==> config.mk <==
export PLATFORM = sky130hd
export DESIGN_NAME = relprime_engine
export DESIGN_NICKNAME = d
export VERILOG_FILES = /design/src/rtl/relprime_engine.sv
export SDC_FILE = /design/constraint.sdc
export NUM_CORES = 1
export LEC_CHECK = 0
export ABC_AREA = 0
export BUFFER_PORTS_ARGS = -buffer_cell sky130_fd_sc_hd__buf_2
export CAP_MARGIN = 20
export CORE_ASPECT_RATIO = 1.5
export CORE_MARGIN = 4
export CORE_UTILIZATION = 60
export DETAILED_ROUTE_END_ITERATION = 7
export PLACE_DENSITY = 0.8
export SETUP_SLACK_MARGIN = 0.2
export SYNTH_ARGS = -nofsm -noshare
export SYNTH_HDL_FRONTEND = slang
export SYNTH_SLANG_ARGS = --single-unit
==> constraint.sdc <==
create_clock -name CLK -period 3.4 [get_ports CLK]
set_input_delay 0.34 -clock CLK [delete_from_list [all_inputs] [get_ports CLK]]
set_output_delay 0.34 -clock CLK [all_outputs]
set_load 0.02 [all_outputs]
==> src/rtl/relprime_engine.sv <==
// relprime_engine
//   Finds the smallest m >= 2 such that gcd(n, m) == 1 for an operand n.
//   Each candidate m is tested with a subtractive Euclid that does one
//   subtract or swap per clock.
//   The engine needs no memory. It sits beside the processor datapath.
//
// Parameters
//   WIDTH           operand/result width in bits (>= 4)
//
// Ports
//   CLK             in   1      system clock, rising edge
//   RST_N           in   1      asynchronous active-low reset
//   start           in   1      run request, level-sampled in IDLE or DONE
//   register_value  in   WIDTH  operand n, captured when start is accepted
//   out             out  WIDTH  result m, valid while relprime_out == 1
//   relprime_out    out  1      done flag (high in DONE)
//   busy            out  1      high while in LOAD/GCD/CHECK
//   error           out  1      result invalid (n == 0 or m overflow)
//   cycle_count     out  32     only with RELPRIME_CYCLE_COUNT_EN: busy cycles
//                               of the current/last run, saturating
//
// Optional feature macro: RELPRIME_CYCLE_COUNT_EN
module relprime_engine #(
   parameter int WIDTH = 16
) (
   input  logic             CLK,
   input  logic             RST_N,
   input  logic             start,
   input  logic [WIDTH-1:0] register_value,
   output logic [WIDTH-1:0] out,
   output logic             relprime_out,
   output logic             busy,
   output logic             error
`ifdef RELPRIME_CYCLE_COUNT_EN
   ,
   output logic [31:0]      cycle_count
`endif
);

   typedef enum logic [2:0] {
      IDLE,
      LOAD,
      GCD,
      CHECK,
      DONE
   } state_t;

   localparam logic [WIDTH-1:0] ALL_ONES = '1;
   localparam logic [WIDTH-1:0] TWO      = WIDTH'(2);
   localparam logic [WIDTH-1:0] ONE      = WIDTH'(1);

   state_t           state;
   logic [WIDTH-1:0] n_r;
   logic [WIDTH-1:0] m_r;
   logic [WIDTH-1:0] a;
   logic [WIDTH-1:0] b;

   // A new run can only begin from IDLE or DONE.
   logic start_accept;
   assign start_accept = start && ((state == IDLE) || (state == DONE));

   always_ff @(posedge CLK or negedge RST_N) begin
      if (!RST_N) begin
         state        <= IDLE;
         n_r          <= '0;
         m_r          <= '0;
         a            <= '0;
         b            <= '0;
         out          <= '0;
         relprime_out <= 1'b0;
         busy         <= 1'b0;
         error        <= 1'b0;
      end else begin
         case (state)
            IDLE: begin
               if (start) begin
                  n_r   <= register_value;
                  busy  <= 1'b1;
                  state <= LOAD;
               end
            end

            LOAD: begin
               if (n_r == '0) begin
                  // gcd(0, m) == m, so no m >= 2 can ever qualify.
                  error        <= 1'b1;
                  out          <= '0;
                  relprime_out <= 1'b1;
                  busy         <= 1'b0;
                  state        <= DONE;
               end else begin
                  m_r   <= TWO;
                  a     <= n_r;
                  b     <= TWO;
                  state <= GCD;
               end
            end

            GCD: begin
               // Subtractive Euclid. When b reaches zero, a holds the gcd.
               if (b == '0) begin
                  state <= CHECK;
               end else if (a >= b) begin
                  a <= a - b;
               end else begin
                  a <= b;
                  b <= a;
               end
            end

            CHECK: begin
               if (a == ONE) begin
                  out          <= m_r;
                  relprime_out <= 1'b1;
                  busy         <= 1'b0;
                  state        <= DONE;
               end else if (m_r == ALL_ONES) begin
                  // The next candidate would not fit in WIDTH bits.
                  error        <= 1'b1;
                  out          <= '0;
                  relprime_out <= 1'b1;
                  busy         <= 1'b0;
                  state        <= DONE;
               end else begin
                  m_r   <= m_r + ONE;
                  a     <= n_r;
                  b     <= m_r + ONE;
                  state <= GCD;
               end
            end

            DONE: begin
               // A level-high start restarts immediately. The result stays
               // visible for exactly one cycle between runs.
               if (start) begin
                  relprime_out <= 1'b0;
                  error        <= 1'b0;
                  n_r          <= register_value;
                  busy         <= 1'b1;
                  state        <= LOAD;
               end
            end

            default: begin
               state <= IDLE;
               busy  <= 1'b0;
            end
         endcase
      end
   end

`ifdef RELPRIME_CYCLE_COUNT_EN
   // Counts the cycles in which busy is high. It is cleared on the accepting
   // edge, so the first busy cycle reads zero and increments from there.
   always_ff @(posedge CLK or negedge RST_N) begin
      if (!RST_N) begin
         cycle_count <= '0;
      end else if (start_accept) begin
         cycle_count <= '0;
      end else if (busy && (cycle_count != 32'hFFFF_FFFF)) begin
         cycle_count <= cycle_count + 32'd1;
      end
   end
`else
   // start_accept is only needed by the optional counter.
   logic unused_accept;
   assign unused_accept = start_accept;
`endif

endmodule

==> results.py <==
metrics = {
    "logic_synthesis": {
        "ys_warn_count": 0,
        "syn_area_per_cell_um2": 9.45,
        "synth-async-reset-ratio": 1.00,
        "synth_top_cell_area_share": 0.419,
        "synth_area_leaders": "dfrtp_1 42%, mux2_2 6.4%, o21ai_0 4.7%",
        "syn_area_mm2": 0.00513,
        "yosysSeqAreaShare": 0.419,
        "synth_enable_flop_cells": 0,
        "synth_fp_nets": 580,
        "yosysTopAreaCell": "dfrtp_1",
        "synth_cell_type_count": 62,
        "synth_ff_type": "dfrtp_1",
        "synth_cells": 543,
        "synth_seq_cells": 86,
    },
    "setup_path": {
        "rrSetupSlack_ns": 0.55,
        "endpoint_kind": "flip-flop",
        "rr_startpoint": "a[0]",
        "r2r_end": "a[15]",
        "crit_arrival_ns": 3.05,
        "path_max_fanout": 14,
        "critPathLaunchType": "flip-flop",
        "worst-setup-path-type": "reg -> reg",
        "required_ns": 3.60,
        "r2r_cells": 11,
    },
    "pwr": {
        "switching_power_w": 0.00283,
        "power_density_mw_per_mm2": 1080,
        "irDropWorstVdd_mv": 0.747,
        "seqPwrFrac": 0.276,
        "power.share.clock": 0.160,
        "swShare": 0.456,
        "comb_power_share": 0.564,
        "p_int_w": 0.00337,
        "p_leak_nw": 2.56,
    },
    "timing": {
        "timing.fmax_mhz": 351,
        "max-slew-margin-rel": 0.567,
        "slew_violations": 0,
        "hold_viol_final": 0,
        "fin_worst_skew_ns": 0.00709,
        "fin_crit_sh": 0.839,
        "fin_ws_ns": 0.548,
        "period_minus_slack_ns": 2.85,
        "setup_viol": 0,
        "setup_tns_ns": 0,
        "worst_slew_pin_slew_ns": 0.649,
        "rsz0062_at_grt": "false",
    },
    "placement": {
        "dp_slack_ns": 0.462,
        "placed_area_mm2": 0.00538,
        "dp_hpwl_um": 9670,
        "numPortBuffers": 37,
        "place_congestion": 0.962,
    },
    "grt": {
        "track_usage": 0.276,
        "first_global_vias": 4437,
        "overflow": 0,
        "grt_pass1_wl_um": 22000,
        "antenna_found_initial": 0,
        "grt_max_degree": 87,
    },
    "die": {
        "initial_utilization": 0.614,
        "die_h_um": 121,
        "core_area_mm2": 0.00836,
        "die_x_um": 83.5,
        "rows": 41,
        "die_area_mm2": 0.0101,
        "ios": 38,
    },
    "final_layout": {
        "area_delta_synth_final_pct": 11.5,
        "fillCellCount": 652,
        "drive_gt1_frac": 0.188,
        "multi_input_area_mm2": 0.00276,
        "layout_commonest_cell": "dfrtp_1",
        "layout.nets": 608,
        "register_area_mm2": 0.00215,
        "final_area_mm2": 0.00572,
        "num_antenna_cells": 0,
        "layout_common_cells": "86 x dfrtp_1, 55 x nor2_1, 48 x o21ai_0",
    },
    "clocking": {
        "cts-root-buf": "clkbuf_16",
        "cts_buffer_depth": 2,
        "cts_sinks": 86,
        "cts_htree_levels": 3,
        "clk_pin_slew_ns": 0.06,
        "clkLatencyLatePin_ns": 0.35,
        "cts_inserted_buffers": 9,
        "cts_tree": "done",
    },
    "worst_hold_path": {
        "min-delay-start": "register_value[4]",
        "hold_end": "n_r[4]",
        "holdCritPathClass": "in -> reg",
        "hold_depth": 2,
    },
    "job": {
        "maxCapViolations": 0,
    },
    "route": {
        "drt-vias-per-instance": 6.56,
        "routed_wl_um": 13400,
        "wl_per_cell_um": 19.6,
        "antenna_left": 0,
        "drt-pass1-iter-count": 6,
        "drc": 0,
        "vias": 4482,
        "first_iter_violations": 327,
    },
    "status": {
        "status": "finished, final reports clean",
    },
}
[cell type report]
| type | instances | area share |
|---|---|---|
| inverter | 22 | 0.0144 |
| multi-input combinational | 403 | 0.482 |
| clock buffer | 9 | 0.0394 |
| tap | 107 | 0.0234 |
| clock inverter | 7 | 0.0127 |
| sequential | 86 | 0.376 |
| timing repair buffer | 49 | 0.0525 |
[state kept, by name, indices dropped and copies added (netlist names)]
register	flops
out	16
error	1
relprime_out	1
busy	1
a	16
b	16
m_r	16
n_r	16
state	3
[cell usage after synthesis, drive strengths merged (2+ instances only)]
cell type	number
inv	22
ha	17
nand2b	9
and3	3
or2	5
o211ai	5
o21ai	49
nor4	12
and4	4
o21a	2
nand3	10
xor2	12
a21o	7
xnor2	8
a22o	24
nor3	4
nand4	9
mux2	30
nand2	30
nor2b	2
o22ai	3
o31ai	6
a211o	6
a211oi	10
a2bb2oi	3
dfrtp	86
o22a	3
nor2	56
or3	3
and2	6
nor3b	2
a31oi	11
a21oi	34
mux2i	3
buf	13
clkbuf	19
[power by group through the flow]
stage | combinational (W) | clock, W | sequential, W
2_1_floorplan | 0.00276 | 0 | 0.00155
3_3_place_gp | 0.00336 | 0 | 0.00170
3_5_place_dp | 0.00342 | 0 | 0.00171
4_1_cts | 0.00343 | 0.000997 | 0.00169
5_1_grt | 0.00385 | 0.00105 | 0.00174
6_report | 0.00350 | 0.000993 | 0.00171
[how the worst max path moves through the flow]
stage                     cells after the start   from  slack (ns)     to
final                                        11   a[0]        0.55  a[15]
after global routing                          8  b[13]        0.36   b[6]
after detailed placement                      9   b[0]        0.46  a[15]
after CTS                                    10   a[0]        0.42  a[15]
after floorplan                              11   a[0]        0.67  b[12]
after global placement                        9   b[0]        0.51  a[15]
[critical path: stages, from the launching register on]
cell and delay [ns]:
dfrtp_1 0.37, inv_1 0.06, ha_1 0.22, fa_1 0.39
nand2b_1 0.19, a21oi_2 0.23, o21ai_0 0.16, and4_1 0.26
nor2_1 0.25, buf_4 0.27, a2bb2oi_1 0.20, a31oi_1 0.10
[cell families (layout without fill, tap and decap cells)]
| group | count (synthesis) | count (layout) | synth area share |
|---|---|---|---|
| AND/OR/NAND/NOR | 158 | 158 | 0.155 |
| AO/OA/AOI/OAI | 174 | 174 | 0.229 |
| multiplexers | 33 | 33 | 0.0724 |
| adder cells (fa/ha/maj) | 18 | 18 | 0.0454 |
| buffers and inverters | 54 | 87 | 0.0446 |
| XOR/XNOR | 20 | 20 | 0.0341 |
| flip-flops | 86 | 86 | 0.419 |
[metal layers]
layer,routed length [um],global-route usage
met3,743,0.0455
met4,795,0.171
met2,6820,0.474
met1,5020,0.322
met5,0,0
[through the flow]
| stage | power, W | hold WS, ns | std cells | utilization |
|---|---|---|---|---|
| 2_1_floorplan | 0.00431 | 0.0444 | 543 | - |
| 3_3_place_gp | 0.00506 | 0.454 | 664 | 0.643 |
| 3_5_place_dp | 0.00512 | 0.461 | 664 | 0.643 |
| 4_1_cts | 0.00612 | 0.222 | 680 | 0.679 |
| 5_1_grt | 0.00664 | 0.224 | 683 | 0.684 |
| 6_report | 0.00620 | 0.221 | 683 | 0.684 |
[repair_timing]
item / CTS / global route
gates resized for setup: 0 / 0
setup endpoints to repair: 0 / 1
buffers inserted: 0 / 1
hold buffers: 0 / 1
hold endpoints to repair: 0 / 33
No activity file was read; power rests on OpenSTA's default activity.
